**config.mk**
```make
export PLATFORM = sky130hd
export DESIGN_NAME = rv32i_instr_encoder_flat
export DESIGN_NICKNAME = d
export VERILOG_FILES = /design/src/rtl/rv32i_instr_encoder_pkg.sv /design/src/rtl/rv32i_instr_encoder_if.sv /design/src/rtl/instr_enc_fifo.sv /design/src/rtl/rv32i_instr_encoder.sv /design/src/flat_wrapper.sv
export SDC_FILE = /design/constraint.sdc
export NUM_CORES = 1
export LEC_CHECK = 0
export BUFFER_PORTS_ARGS = -buffer_cell sky130_fd_sc_hd__buf_2
export CAP_MARGIN = 30
export CORE_ASPECT_RATIO = 0.6
export CORE_MARGIN = 4
export CORE_UTILIZATION = 35
export CTS_CLUSTER_DIAMETER = 60
export DETAILED_ROUTE_END_ITERATION = 7
export PLACE_DENSITY = 0.61
export SYNTH_ARGS = -nofsm -noshare
export SYNTH_HDL_FRONTEND = slang
export SYNTH_SLANG_ARGS = --single-unit
```
**constraint.sdc**
```tcl
create_clock -name clk -period 2.5 [get_ports clk]
set_clock_uncertainty 0.1 [all_clocks]
set_input_delay 0.375 -clock clk [delete_from_list [all_inputs] [get_ports clk]]
set_output_delay 0.375 -clock clk [all_outputs]
set_load 0.02 [all_outputs]
```
**src/rtl/rv32i_instr_encoder_pkg.sv**
```systemverilog
// Shared types for the RV32I instruction encoder: opcodes, encoding formats,
// immediate range limits and the opcode-to-format helper.
package rv32i_instr_encoder_pkg;

    typedef logic [31:0] instr_t;

    typedef enum logic [6:0] {
        OP_LUI   = 7'b0110111,
        OP_AUIPC = 7'b0010111,
        OP_JAL   = 7'b1101111,
        OP_JALR  = 7'b1100111,
        OP_BR    = 7'b1100011,
        OP_LOAD  = 7'b0000011,
        OP_STORE = 7'b0100011,
        OP_IMM   = 7'b0010011,
        OP_REG   = 7'b0110011
    } rv32i_opcode_t;

    typedef enum logic [2:0] {
        fmt_r, fmt_i, fmt_ishift, fmt_s, fmt_b, fmt_u, fmt_j, fmt_bad
    } enc_fmt_t;

    localparam logic signed [31:0] IMM12_MIN = -32'sd2048;
    localparam logic signed [31:0] IMM12_MAX = 32'sd2047;
    localparam logic signed [31:0] IMM13_MIN = -32'sd4096;
    localparam logic signed [31:0] IMM13_MAX = 32'sd4095;
    localparam logic signed [31:0] IMM21_MIN = -32'sd1048576;
    localparam logic signed [31:0] IMM21_MAX = 32'sd1048575;

    localparam logic [6:0] FUNCT7_BASE = 7'b0000000;
    localparam logic [6:0] FUNCT7_ALT  = 7'b0100000;

    function automatic logic imm_fits(input logic [31:0] v,
                                      input logic signed [31:0] lo,
                                      input logic signed [31:0] hi);
        return ($signed(v) >= lo) && ($signed(v) <= hi);
    endfunction

    // Shift-immediates (sll/sr) share the OP-IMM opcode but use their own layout.
    function automatic enc_fmt_t fmt_of(input logic [6:0] op, input logic [2:0] f3);
        enc_fmt_t f;
        f = fmt_bad;
        case (op)
            OP_LUI, OP_AUIPC:   f = fmt_u;
            OP_JAL:             f = fmt_j;
            OP_JALR, OP_LOAD:   f = fmt_i;
            OP_BR:              f = fmt_b;
            OP_STORE:           f = fmt_s;
            OP_IMM:             f = (f3 == 3'b001 || f3 == 3'b101) ? fmt_ishift : fmt_i;
            OP_REG:             f = fmt_r;
            default:            f = fmt_bad;
        endcase
        return f;
    endfunction

endpackage

```
**src/rtl/rv32i_instr_encoder_if.sv**
```systemverilog
// Field-bundle input and encoded-word output of the RV32I encoder.
// With RV32I_INSTR_ENC_PC_EN defined an out_pc tag travels with each word.
interface rv32i_instr_encoder_if;
    import rv32i_instr_encoder_pkg::*;

    logic        in_valid;
    logic        in_ready;
    logic [6:0]  in_opcode;
    logic [2:0]  in_funct3;
    logic        in_variant;
    logic [4:0]  in_rd;
    logic [4:0]  in_rs1;
    logic [4:0]  in_rs2;
    logic [31:0] in_imm;
    logic        out_valid;
    logic        out_ready;
    instr_t      out_instr;
    logic        err;
    logic [15:0] err_count;
`ifdef RV32I_INSTR_ENC_PC_EN
    logic [31:0] out_pc;
`endif

    modport master (
        output in_valid, in_opcode, in_funct3, in_variant, in_rd, in_rs1, in_rs2, in_imm,
        output out_ready,
        input  in_ready, out_valid, out_instr, err, err_count
`ifdef RV32I_INSTR_ENC_PC_EN
        , input out_pc
`endif
    );

    modport slave (
        input  in_valid, in_opcode, in_funct3, in_variant, in_rd, in_rs1, in_rs2, in_imm,
        input  out_ready,
        output in_ready, out_valid, out_instr, err, err_count
`ifdef RV32I_INSTR_ENC_PC_EN
        , output out_pc
`endif
    );

endinterface

```
**src/rtl/instr_enc_fifo.sv**
```systemverilog
// Synchronous valid/ready FIFO; DEPTH must be a power of two (>= 2).
// Push is refused while full even if a pop happens in the same cycle.
module instr_enc_fifo #(
    parameter int unsigned WIDTH = 32,
    parameter int unsigned DEPTH = 4
) (
    input  logic             clk,
    input  logic             rst_n,
    input  logic             in_valid,
    output logic             in_ready,
    input  logic [WIDTH-1:0] in_data,
    output logic             out_valid,
    input  logic             out_ready,
    output logic [WIDTH-1:0] out_data
);
    localparam int unsigned AW = $clog2(DEPTH);
    localparam logic [AW:0] FULL_COUNT = (AW + 1)'(DEPTH);

    logic [WIDTH-1:0] mem_q [DEPTH];
    logic [AW-1:0]    wr_ptr_q, wr_ptr_d;
    logic [AW-1:0]    rd_ptr_q, rd_ptr_d;
    logic [AW:0]      count_q, count_d;
    logic             push, pop;

    assign in_ready  = (count_q != FULL_COUNT);
    assign out_valid = (count_q != '0);
    assign push      = in_valid && in_ready;
    assign pop       = out_valid && out_ready;
    // Zero when empty so the output reads 0 out of reset.
    assign out_data  = out_valid ? mem_q[rd_ptr_q] : '0;

    always_comb begin
        wr_ptr_d = wr_ptr_q;
        rd_ptr_d = rd_ptr_q;
        count_d  = count_q;
        if (push) wr_ptr_d = wr_ptr_q + AW'(1);
        if (pop)  rd_ptr_d = rd_ptr_q + AW'(1);
        case ({push, pop})
            2'b10:   count_d = count_q + (AW + 1)'(1);
            2'b01:   count_d = count_q - (AW + 1)'(1);
            default: count_d = count_q;
        endcase
    end

    always_ff @(posedge clk or negedge rst_n) begin
        if (!rst_n) begin
            wr_ptr_q <= '0;
            rd_ptr_q <= '0;
            count_q  <= '0;
        end else begin
            wr_ptr_q <= wr_ptr_d;
            rd_ptr_q <= rd_ptr_d;
            count_q  <= count_d;
        end
    end

    always_ff @(posedge clk) begin
        if (push) mem_q[wr_ptr_q] <= in_data;
    end

endmodule

```
**src/rtl/rv32i_instr_encoder.sv**
```systemverilog
// RV32I encoder: one register stage that encodes/checks fields, then an output FIFO.
// Optional RV32I_INSTR_ENC_PC_EN tags each emitted word with a PC (out_pc).
module rv32i_instr_encoder
    import rv32i_instr_encoder_pkg::*;
#(
    parameter int unsigned DEPTH = 4
`ifdef RV32I_INSTR_ENC_PC_EN
    , parameter logic [31:0] PC_RESET = 32'h1eceb000
`endif
) (
    input  logic                 clk,
    input  logic                 rst_n,
    rv32i_instr_encoder_if.slave bus
);
`ifdef RV32I_INSTR_ENC_PC_EN
    localparam int unsigned FW = 64;
`else
    localparam int unsigned FW = 32;
`endif

    enc_fmt_t    fmt;
    logic        enc_legal, variant_ok;
    instr_t      enc_word;
    logic [6:0]  funct7, op;
    logic [2:0]  f3;
    logic [31:0] imm;

    logic        s1_valid_q, s1_valid_d;
    logic        s1_legal_q, s1_legal_d;
    instr_t      s1_word_q, s1_word_d;
    logic [15:0] err_count_q, err_count_d;
    logic        accept, s1_advance, drop, push;
    logic        fifo_in_ready;
    logic [FW-1:0] fifo_in_data, fifo_out_data;

    always_comb begin
        op      = bus.in_opcode;
        f3      = bus.in_funct3;
        imm     = bus.in_imm;
        funct7  = bus.in_variant ? FUNCT7_ALT : FUNCT7_BASE;
        fmt     = fmt_of(op, f3);
        enc_word  = '0;
        enc_legal = 1'b1;
        case (fmt)
            fmt_r:      enc_word = {funct7, bus.in_rs2, bus.in_rs1, f3, bus.in_rd, op};
            fmt_i: begin
                enc_legal = imm_fits(imm, IMM12_MIN, IMM12_MAX);
                enc_word  = {imm[11:0], bus.in_rs1, f3, bus.in_rd, op};
            end
            fmt_ishift: begin
                enc_legal = (imm[31:5] == '0);
                enc_word  = {funct7, imm[4:0], bus.in_rs1, f3, bus.in_rd, op};
            end
            fmt_s: begin
                enc_legal = imm_fits(imm, IMM12_MIN, IMM12_MAX);
                enc_word  = {imm[11:5], bus.in_rs2, bus.in_rs1, f3, imm[4:0], op};
            end
            fmt_b: begin
                enc_legal = imm_fits(imm, IMM13_MIN, IMM13_MAX) && !imm[0];
                enc_word  = {imm[12], imm[10:5], bus.in_rs2, bus.in_rs1, f3, imm[4:1], imm[11], op};
            end
            fmt_u: begin
                enc_legal = (imm[11:0] == '0);
                enc_word  = {imm[31:12], bus.in_rd, op};
            end
            fmt_j: begin
                enc_legal = imm_fits(imm, IMM21_MIN, IMM21_MAX) && !imm[0];
                enc_word  = {imm[20], imm[10:1], imm[11], imm[19:12], bus.in_rd, op};
            end
            default:    enc_legal = 1'b0;
        endcase
        case (op)
            OP_LOAD:  if (f3 == 3'b011 || f3[2:1] == 2'b11) enc_legal = 1'b0;
            OP_STORE: if (f3 > 3'b010) enc_legal = 1'b0;
            OP_BR:    if (f3[2:1] == 2'b01) enc_legal = 1'b0;
            OP_JALR:  if (f3 != 3'b000) enc_legal = 1'b0;
            default:  ;
        endcase
        // Only add/sub, srl/sra and srli/srai have a funct7 alternate.
        variant_ok = (op == OP_REG && (f3 == 3'b000 || f3 == 3'b101)) ||
                     (op == OP_IMM && f3 == 3'b101);
        if (bus.in_variant && !variant_ok) enc_legal = 1'b0;
    end

    assign drop       = s1_valid_q && !s1_legal_q;
    assign push       = s1_valid_q && s1_legal_q && fifo_in_ready;
    assign s1_advance = drop || push;
    assign bus.in_ready = !s1_valid_q || s1_advance;
    assign accept     = bus.in_valid && bus.in_ready;
    assign bus.err    = drop;
    assign bus.err_count = err_count_q;

    always_comb begin
        s1_valid_d  = s1_valid_q;
        s1_legal_d  = s1_legal_q;
        s1_word_d   = s1_word_q;
        err_count_d = err_count_q;
        if (accept) begin
            s1_valid_d = 1'b1;
            s1_legal_d = enc_legal;
            s1_word_d  = enc_word;
        end else if (s1_advance) begin
            s1_valid_d = 1'b0;
        end
        if (drop && err_count_q != 16'hFFFF) err_count_d = err_count_q + 16'd1;
    end

    always_ff @(posedge clk or negedge rst_n) begin
        if (!rst_n) begin
            s1_valid_q  <= 1'b0;
            s1_legal_q  <= 1'b0;
            s1_word_q   <= '0;
            err_count_q <= '0;
        end else begin
            s1_valid_q  <= s1_valid_d;
            s1_legal_q  <= s1_legal_d;
            s1_word_q   <= s1_word_d;
            err_count_q <= err_count_d;
        end
    end

`ifdef RV32I_INSTR_ENC_PC_EN
    // PC advances only on words actually entering the FIFO.
    logic [31:0] pc_q, pc_d;
    assign pc_d = push ? pc_q + 32'd4 : pc_q;
    always_ff @(posedge clk or negedge rst_n) begin
        if (!rst_n) pc_q <= PC_RESET;
        else        pc_q <= pc_d;
    end
    assign fifo_in_data = {pc_q, s1_word_q};
    assign bus.out_pc   = fifo_out_data[63:32];
`else
    assign fifo_in_data = s1_word_q;
`endif
    assign bus.out_instr = fifo_out_data[31:0];

    instr_enc_fifo #(.WIDTH(FW), .DEPTH(DEPTH)) u_fifo (
        .clk       (clk),
        .rst_n     (rst_n),
        .in_valid  (s1_valid_q && s1_legal_q),
        .in_ready  (fifo_in_ready),
        .in_data   (fifo_in_data),
        .out_valid (bus.out_valid),
        .out_ready (bus.out_ready),
        .out_data  (fifo_out_data)
    );

endmodule

```
**src/flat_wrapper.sv**
```systemverilog
// flat-port wrapper written by rule: the top's interface ports become plain ports
module rv32i_instr_encoder_flat import rv32i_instr_encoder_pkg::*;
#(
    parameter int unsigned DEPTH = 4

)
  (clk, rst_n, bus_in_valid, bus_in_opcode, bus_in_funct3, bus_in_variant, bus_in_rd, bus_in_rs1, bus_in_rs2, bus_in_imm, bus_out_ready, bus_in_ready, bus_out_valid, bus_out_instr, bus_err, bus_err_count);
  rv32i_instr_encoder_if bus_i ();
  input  logic clk;
  input  logic rst_n;
  input wire logic [$bits(bus_i.in_valid)-1:0] bus_in_valid;
  input wire logic [$bits(bus_i.in_opcode)-1:0] bus_in_opcode;
  input wire logic [$bits(bus_i.in_funct3)-1:0] bus_in_funct3;
  input wire logic [$bits(bus_i.in_variant)-1:0] bus_in_variant;
  input wire logic [$bits(bus_i.in_rd)-1:0] bus_in_rd;
  input wire logic [$bits(bus_i.in_rs1)-1:0] bus_in_rs1;
  input wire logic [$bits(bus_i.in_rs2)-1:0] bus_in_rs2;
  input wire logic [$bits(bus_i.in_imm)-1:0] bus_in_imm;
  input wire logic [$bits(bus_i.out_ready)-1:0] bus_out_ready;
  output wire logic [$bits(bus_i.in_ready)-1:0] bus_in_ready;
  output wire logic [$bits(bus_i.out_valid)-1:0] bus_out_valid;
  output wire logic [$bits(bus_i.out_instr)-1:0] bus_out_instr;
  output wire logic [$bits(bus_i.err)-1:0] bus_err;
  output wire logic [$bits(bus_i.err_count)-1:0] bus_err_count;
  assign bus_i.in_valid = bus_in_valid;
  assign bus_i.in_opcode = bus_in_opcode;
  assign bus_i.in_funct3 = bus_in_funct3;
  assign bus_i.in_variant = bus_in_variant;
  assign bus_i.in_rd = bus_in_rd;
  assign bus_i.in_rs1 = bus_in_rs1;
  assign bus_i.in_rs2 = bus_in_rs2;
  assign bus_i.in_imm = bus_in_imm;
  assign bus_i.out_ready = bus_out_ready;
  assign bus_in_ready = bus_i.in_ready;
  assign bus_out_valid = bus_i.out_valid;
  assign bus_out_instr = bus_i.out_instr;
  assign bus_err = bus_i.err;
  assign bus_err_count = bus_i.err_count;
  rv32i_instr_encoder #(.DEPTH(DEPTH)) u_core (.clk(clk), .rst_n(rst_n), .bus(bus_i));
endmodule
```
Word-level counts from Yosys, hierarchy flattened
Memories as Yosys holds them, arrays and structs flattened.
Cells that the tools add are included.
- register bits after elaboration: 57
- bits in writable memories: 128
- input bits: 62
- logic and storage cells: 96
- memories kept: 1
- memory list (name ; depth ; bits a word ; read ports ; clocked after Yosys merged registers in ; write ports ; line ; source):
    u_core.u_fifo.mem_q ; 4 ; 32 ; 1 ; 0 ; 1 ; instr_enc_fifo.sv:19 ; logic [WIDTH-1:0] mem_q [DEPTH];
- add/sub/neg operators: 5
- order comparisons: 7
- equality and inequality tests: 24
- muxes and demuxes: 17
- reduce and logical (&&, ||, !) cells: 35
- operator list (cell ; count):
    $pmux W32 S7 ; 1
    $ge A32 B12 Y1 const B ; 1
    $ge A32 B13 Y1 const B ; 1
    $ge A32 B21 Y1 const B ; 1
    $le A32 B12 Y1 const B ; 1
    $le A32 B13 Y1 const B ; 1
    $le A32 B21 Y1 const B ; 1
    $mux W32 ; 1
    $logic_not A27 Y1 ; 1
    $eq A7 B6 Y1 const B ; 3
    $eq A7 B7 Y1 const B ; 3
    $pmux W3 S7 ; 1
    $add A16 B1 Y16 const B ; 1
    $ne A16 B16 Y1 const B ; 1
    $eq A7 B5 Y1 const B ; 2
    $logic_and A1 B1 Y1 ; 14
    $eq A3 B3 Y1 const B ; 4
    $logic_not A12 Y1 ; 1
    $eq A3 B2 Y1 const B ; 3
    $mux W1 ; 9
    $eq A7 B2 Y1 const B ; 1
    $eq A3 B1 Y1 const B ; 2
    $logic_not A3 Y1 ; 2
    $logic_or A1 B1 Y1 ; 6
    other kinds (16) ; 26

Logic depth before layout (Yosys ltp)
- depth in word-level cells: 10
- mapped depth: 9
- depth with buffers taken out: 9

By module
From an unflattened synthesis, not the netlist that was laid out.
- cells, all modules: 539
- area total of the unflattened synthesis: 8170.3 um2
- by module, submodules not included (module ; times used ; cells each ; area each (um2) ; seq. area each (um2)):
    instr_enc_fifo ; 1 ; 241 ; 5298.8 ; 4018.9
    rv32i_instr_encoder ; 1 ; 298 ; 2871.5 ; 1251.2

Worst setup path before layout
No wires, ideal clock.
- path type: register to output
- start point: reg u_core.u_fifo.rd_ptr_q[0]
- end point: out bus_out_instr[10]
- arrival time: 1689 ps
- required time: 2025 ps
- slack: 336 ps
- stages on the path, launching flop included: 5
- buffers on the path: 2
- cell sequence: dfrtp_1 -> clkbuf_1 -> buf_2 -> mux4_2 -> and2_1
- longest elaborated chain between the ends: 2
- ends and longest elaborated chain (item ; line ; source):
    from (decl) ; instr_enc_fifo.sv:21 ; logic [AW-1:0] rd_ptr_q, rd_ptr_d;
    from (signal assigned) ; instr_enc_fifo.sv:52 ; rd_ptr_q <= rd_ptr_d;
    $mem_v2 Z4 W32 ; n/a ;
    $mux W32 ; instr_enc_fifo.sv:30 ; assign out_data = out_valid ? mem_q[rd_ptr_q] : '0;
    to (decl) ; flat_wrapper.sv:22 ; output wire logic [$bits(bus_i.out_instr)-1:0] bus_out_instr;
Every way passes these cells.

Worst setup path after layout
- start point: reg u_core.u_fifo.rd_ptr_q[0]
- end point: out bus_out_instr[2]
The elaborated chain is that of the path after synthesis.

==> flow_metrics.env <==
export IMPL_outcome="finished clean"
export IMPL_synth_top_cell_by_area="sky130_fd_sc_hd__edfxtp_1"
export IMPL_drtPass1Iterations=5
export IMPL_reg2reg_slack_ns=0.42
export IMPL_rsz0062_at_grt="true"
export IMPL_timing_slew_headroom_pct=47.3
export IMPL_clock_fmax_mhz=407
export IMPL_antenna_left=0
export IMPL_final_setup_viols=0
export IMPL_worstSetupEndpoint="bus_out_instr[2]"
export IMPL_postSynthAreaPerCell_sq_um=14.9
export IMPL_ioPinCount=113
export IMPL_layout_min_cycle_time_ns=2.46
export IMPL_design_final_nets=750
export IMPL_required_ns=2.03
export IMPL_grt_overflow_total=0
export IMPL_h_tree_depth=4
export IMPL_detailed_place_hpwl_um=14400
export IMPL_final_layout_size_suffix_gt1_share_pct=33.9
export IMPL_netlist_top_cells_count="sky130_fd_sc_hd__edfxtp_1 (128), sky130_fd_sc_hd__dfrtp_1 (57), sky130_fd_sc_hd__nand2_1 (44)"
export IMPL_area_growth_syn_to_layout_pct=23.6
export IMPL_async_reset_ff_share_pct=30.8
export IMPL_number_of_global_route_vias_before_repair=5392
export IMPL_core_area_sq_um=22400
export IMPL_num_vias=5277
export IMPL_synth_lib_cells_used_distinct=62
export IMPL_initialDrtViolationCount=424
export IMPL_placement_rows=42
export IMPL_synth_net_count=614
export IMPL_die_area_sq_um=25700
export IMPL_dieWidth_um=204
export IMPL_grt_use_total_pct=16.3
export IMPL_cts_tree="yes"
export IMPL_clock_path_buffers=2
export IMPL_crit_path_max_fanout=7
export IMPL_cts_sink_count=185
export IMPL_buffer_ports_inserted=112
export IMPL_hold_viol=0
export IMPL_syn_instance_count=545
export IMPL_detail_route_vias_per_cell=5.26
export IMPL_worst_r2r_startpoint="u_core.u_fifo.count_q[2]$_DFFE_PN0P_"
export IMPL_crit_path_start_kind="register"
export IMPL_ys_warn_count=0
export IMPL_final_max_slew_viol_count=0
export IMPL_grt_start_max_net_pins=34
export IMPL_cellPowerDensity_nw_per_um2=951
export IMPL_worstSkewPairLatency_ns=0.43
export IMPL_worst_hold_path_type="in2reg"
export IMPL_critPathArrivalTime_ns=1.98
export IMPL_drv_max_cap_violation_count=0
export IMPL_global_route_wire_length_before_repair_um=31400
export IMPL_yosysTopAreaCellShare_pct=47.5
export IMPL_timing_setup_critical_path_class="reg2out"
export IMPL_report_power_total_uw=9510
export IMPL_die_y_um=126
export IMPL_finalCritPeriodShare_pct=98.4
export IMPL_yosysSeqAreaShare_pct=65.1
export IMPL_kind_of_end_point_of_the_critical_path="primary output"
export IMPL_worst_slew_pin_transition_ns=0.790
export IMPL_avgRoutedWirePerCell_um=20.7
export IMPL_syn_area_sq_um=8090
export IMPL_initial_core_utilization_pct=36.2
export IMPL_synth_top_cells_by_area="sky130_fd_sc_hd__edfxtp_1 (47%), sky130_fd_sc_hd__dfrtp_1 (18%), sky130_fd_sc_hd__mux4_2 (8.9%)"
export IMPL_cts_root_buffer_cell="sky130_fd_sc_hd__clkbuf_16"
export IMPL_clkTransAtPathRegs_ns=0.07
export IMPL_synth_most_common_cell="sky130_fd_sc_hd__edfxtp_1"
export IMPL_synth_enable_flop_cells=128
export IMPL_drc_errors=0
export IMPL_synth_flop_cell="sky130_fd_sc_hd__edfxtp_1"
export IMPL_last_weighted_congestion_value_of_the_routability_driven_placer=0.873
export IMPL_vdd_drop_max_uv=500
export IMPL_crit_reg2reg_capture="u_core.u_fifo.count_q[2]$_DFFE_PN0P_"
export IMPL_power_leakage_uw=0.00385
export IMPL_grt_antenna_before_repair=5
export IMPL_hold_ws_ns=0.0608
export IMPL_cts_buffers_inserted=17
export IMPL_r2r_cell_count=8
export IMPL_register_bit_count_reported_by_yosys=185
export IMPL_drt_wl_total_um=20800
export IMPL_startpoint="u_core.u_fifo.rd_ptr_q[0]$_DFFE_PN0P_"
[repair_timing]
item | CTS | global route
hold buffers | 1 | 0
cloned | 1 | 1
endpoints found under the hold margin | 27 | 0
setup buffers | 2 | 1
resized for setup | 1 | 42
setup endpoints to repair | 27 | 19
[layout by cell type (no fill, tap or decap), types with 3 or more instances in the layout]
master	synthesis	final
sky130_fd_sc_hd__a222oi_1	5	5
sky130_fd_sc_hd__dfrtp_1	57	56
sky130_fd_sc_hd__inv_1	11	11
sky130_fd_sc_hd__a22oi_1	6	6
sky130_fd_sc_hd__nand2_1	44	44
sky130_fd_sc_hd__nor2b_1	6	6
sky130_fd_sc_hd__a221o_2	3	3
sky130_fd_sc_hd__nor2_1	16	16
sky130_fd_sc_hd__a21oi_1	18	18
sky130_fd_sc_hd__nand2b_1	3	3
sky130_fd_sc_hd__and2_4	1	15
sky130_fd_sc_hd__inv_8	0	3
sky130_fd_sc_hd__edfxtp_1	128	128
sky130_fd_sc_hd__xor2_1	6	6
sky130_fd_sc_hd__inv_6	0	4
sky130_fd_sc_hd__xnor2_1	16	16
sky130_fd_sc_hd__mux4_2	32	32
sky130_fd_sc_hd__nor3_1	4	4
sky130_fd_sc_hd__clkinv_4	0	3
sky130_fd_sc_hd__nand4_1	10	10
sky130_fd_sc_hd__buf_6	4	11
sky130_fd_sc_hd__o21a_1	3	3
sky130_fd_sc_hd__nor4_1	7	7
sky130_fd_sc_hd__mux2i_1	10	10
sky130_fd_sc_hd__clkbuf_16	0	18
sky130_fd_sc_hd__buf_2	7	98
sky130_fd_sc_hd__o21ai_0	26	26
sky130_fd_sc_hd__buf_4	1	20
sky130_fd_sc_hd__and3_1	9	9
sky130_fd_sc_hd__ha_1	6	6
sky130_fd_sc_hd__buf_12	0	7
sky130_fd_sc_hd__and2_1	39	25
sky130_fd_sc_hd__nand3_1	13	13
sky130_fd_sc_hd__o21ai_1	3	3
[per-layer routing]
metal / global-route usage (%) / up-vias / wire, um
met1: 22.9 / 2662 / 9380
li1: - / 2358 / -
met3: 3.96 / 43 / 1380
met5: 0 / - / 51
met4: 6.30 / 8 / 480
met2: 24.8 / 206 / 9480
[area by class of cell]
| type | instances | area, sq um |
|---|---|---|
| Fill cell | 2015 | 12400 |
| Sequential cell | 185 | 5270 |
| Multi-Input combinational cell | 325 | 2690 |
| Timing Repair Buffer | 141 | 1010 |
| Clock buffer | 18 | 429 |
| Tap cell | 308 | 385 |
| Clock inverter | 14 | 179 |
| Inverter | 11 | 41.3 |
| Antenna cell | 2 | 5.00 |
[metrics by stage]
stage / instances / worst slack, ns / util [%] / area (sq um) / setup TNS, ns
5_1_grt: 1003 / -0.0320 / 44.7 / 10000 / -0.0854
2_1_floorplan: 545 / 0.336 / - / 8090 / 0
4_1_cts: 1000 / -0.0139 / 44.0 / 9840 / -0.0139
3_5_place_dp: 964 / 0.312 / 41.0 / 9170 / 0
3_3_place_gp: 964 / 0.347 / 41.0 / 9170 / 0
6_report: 1004 / 0.0408 / 44.7 / 10000 / 0
[state kept, by name (all words and copies together) (netlist names)]
name	cells
u_core.u_fifo.mem_q	128
u_core.fifo_in_data	32
u_core.bus.err_count	16
u_core.u_fifo.count_q	3
u_core.u_fifo.rd_ptr_q	2
u_core.u_fifo.wr_ptr_q	2
u_core.s1_legal_q	1
u_core.s1_valid_q	1
[cell families after synthesis]
family	Yosys count	share of synthesized area, %
DFF	185	65.1
and+or+nand+nor	174	12.2
AOI/OAI and AO/OA	79	6.66
muxes	43	10.3
buffers and inverters	35	2.15
xor gates and xnor gates	22	2.38
adders and majority gates	7	1.17
[worst max-delay path: stages (launching register included)]
cell,delay (ns)
sky130_fd_sc_hd__dfrtp_2,0.39
sky130_fd_sc_hd__buf_12,0.16
sky130_fd_sc_hd__buf_12,0.15
sky130_fd_sc_hd__mux4_2,0.54
sky130_fd_sc_hd__and2_4,0.18
sky130_fd_sc_hd__buf_6,0.12
[power by group]
group	internal (uW)	switching, uW
clock	1520	1240
combinational	1630	1630
sequential	3370	135
[worst min path at each step]
stage	from	end	slack, ns	depth (start not counted)
finish	bus_in_valid	u_core.s1_valid_q$_DFFE_PN0P_	0.06	2
global route	bus_in_valid	u_core.s1_valid_q$_DFFE_PN0P_	0.05	2
CTS	bus_in_valid	u_core.s1_valid_q$_DFFE_PN0P_	0.04	2
detailed placement	u_core.bus.err_count[6]$_DFFE_PN0P_	u_core.bus.err_count[6]$_DFFE_PN0P_	0.39	1
global placement	u_core.bus.err_count[10]$_DFFE_PN0P_	u_core.bus.err_count[10]$_DFFE_PN0P_	0.38	1
floorplan	rst_n	u_core.bus.err_count[0]$_DFFE_PN0P_	-0.02	0
No activity file was read; power rests on OpenSTA's default activity.
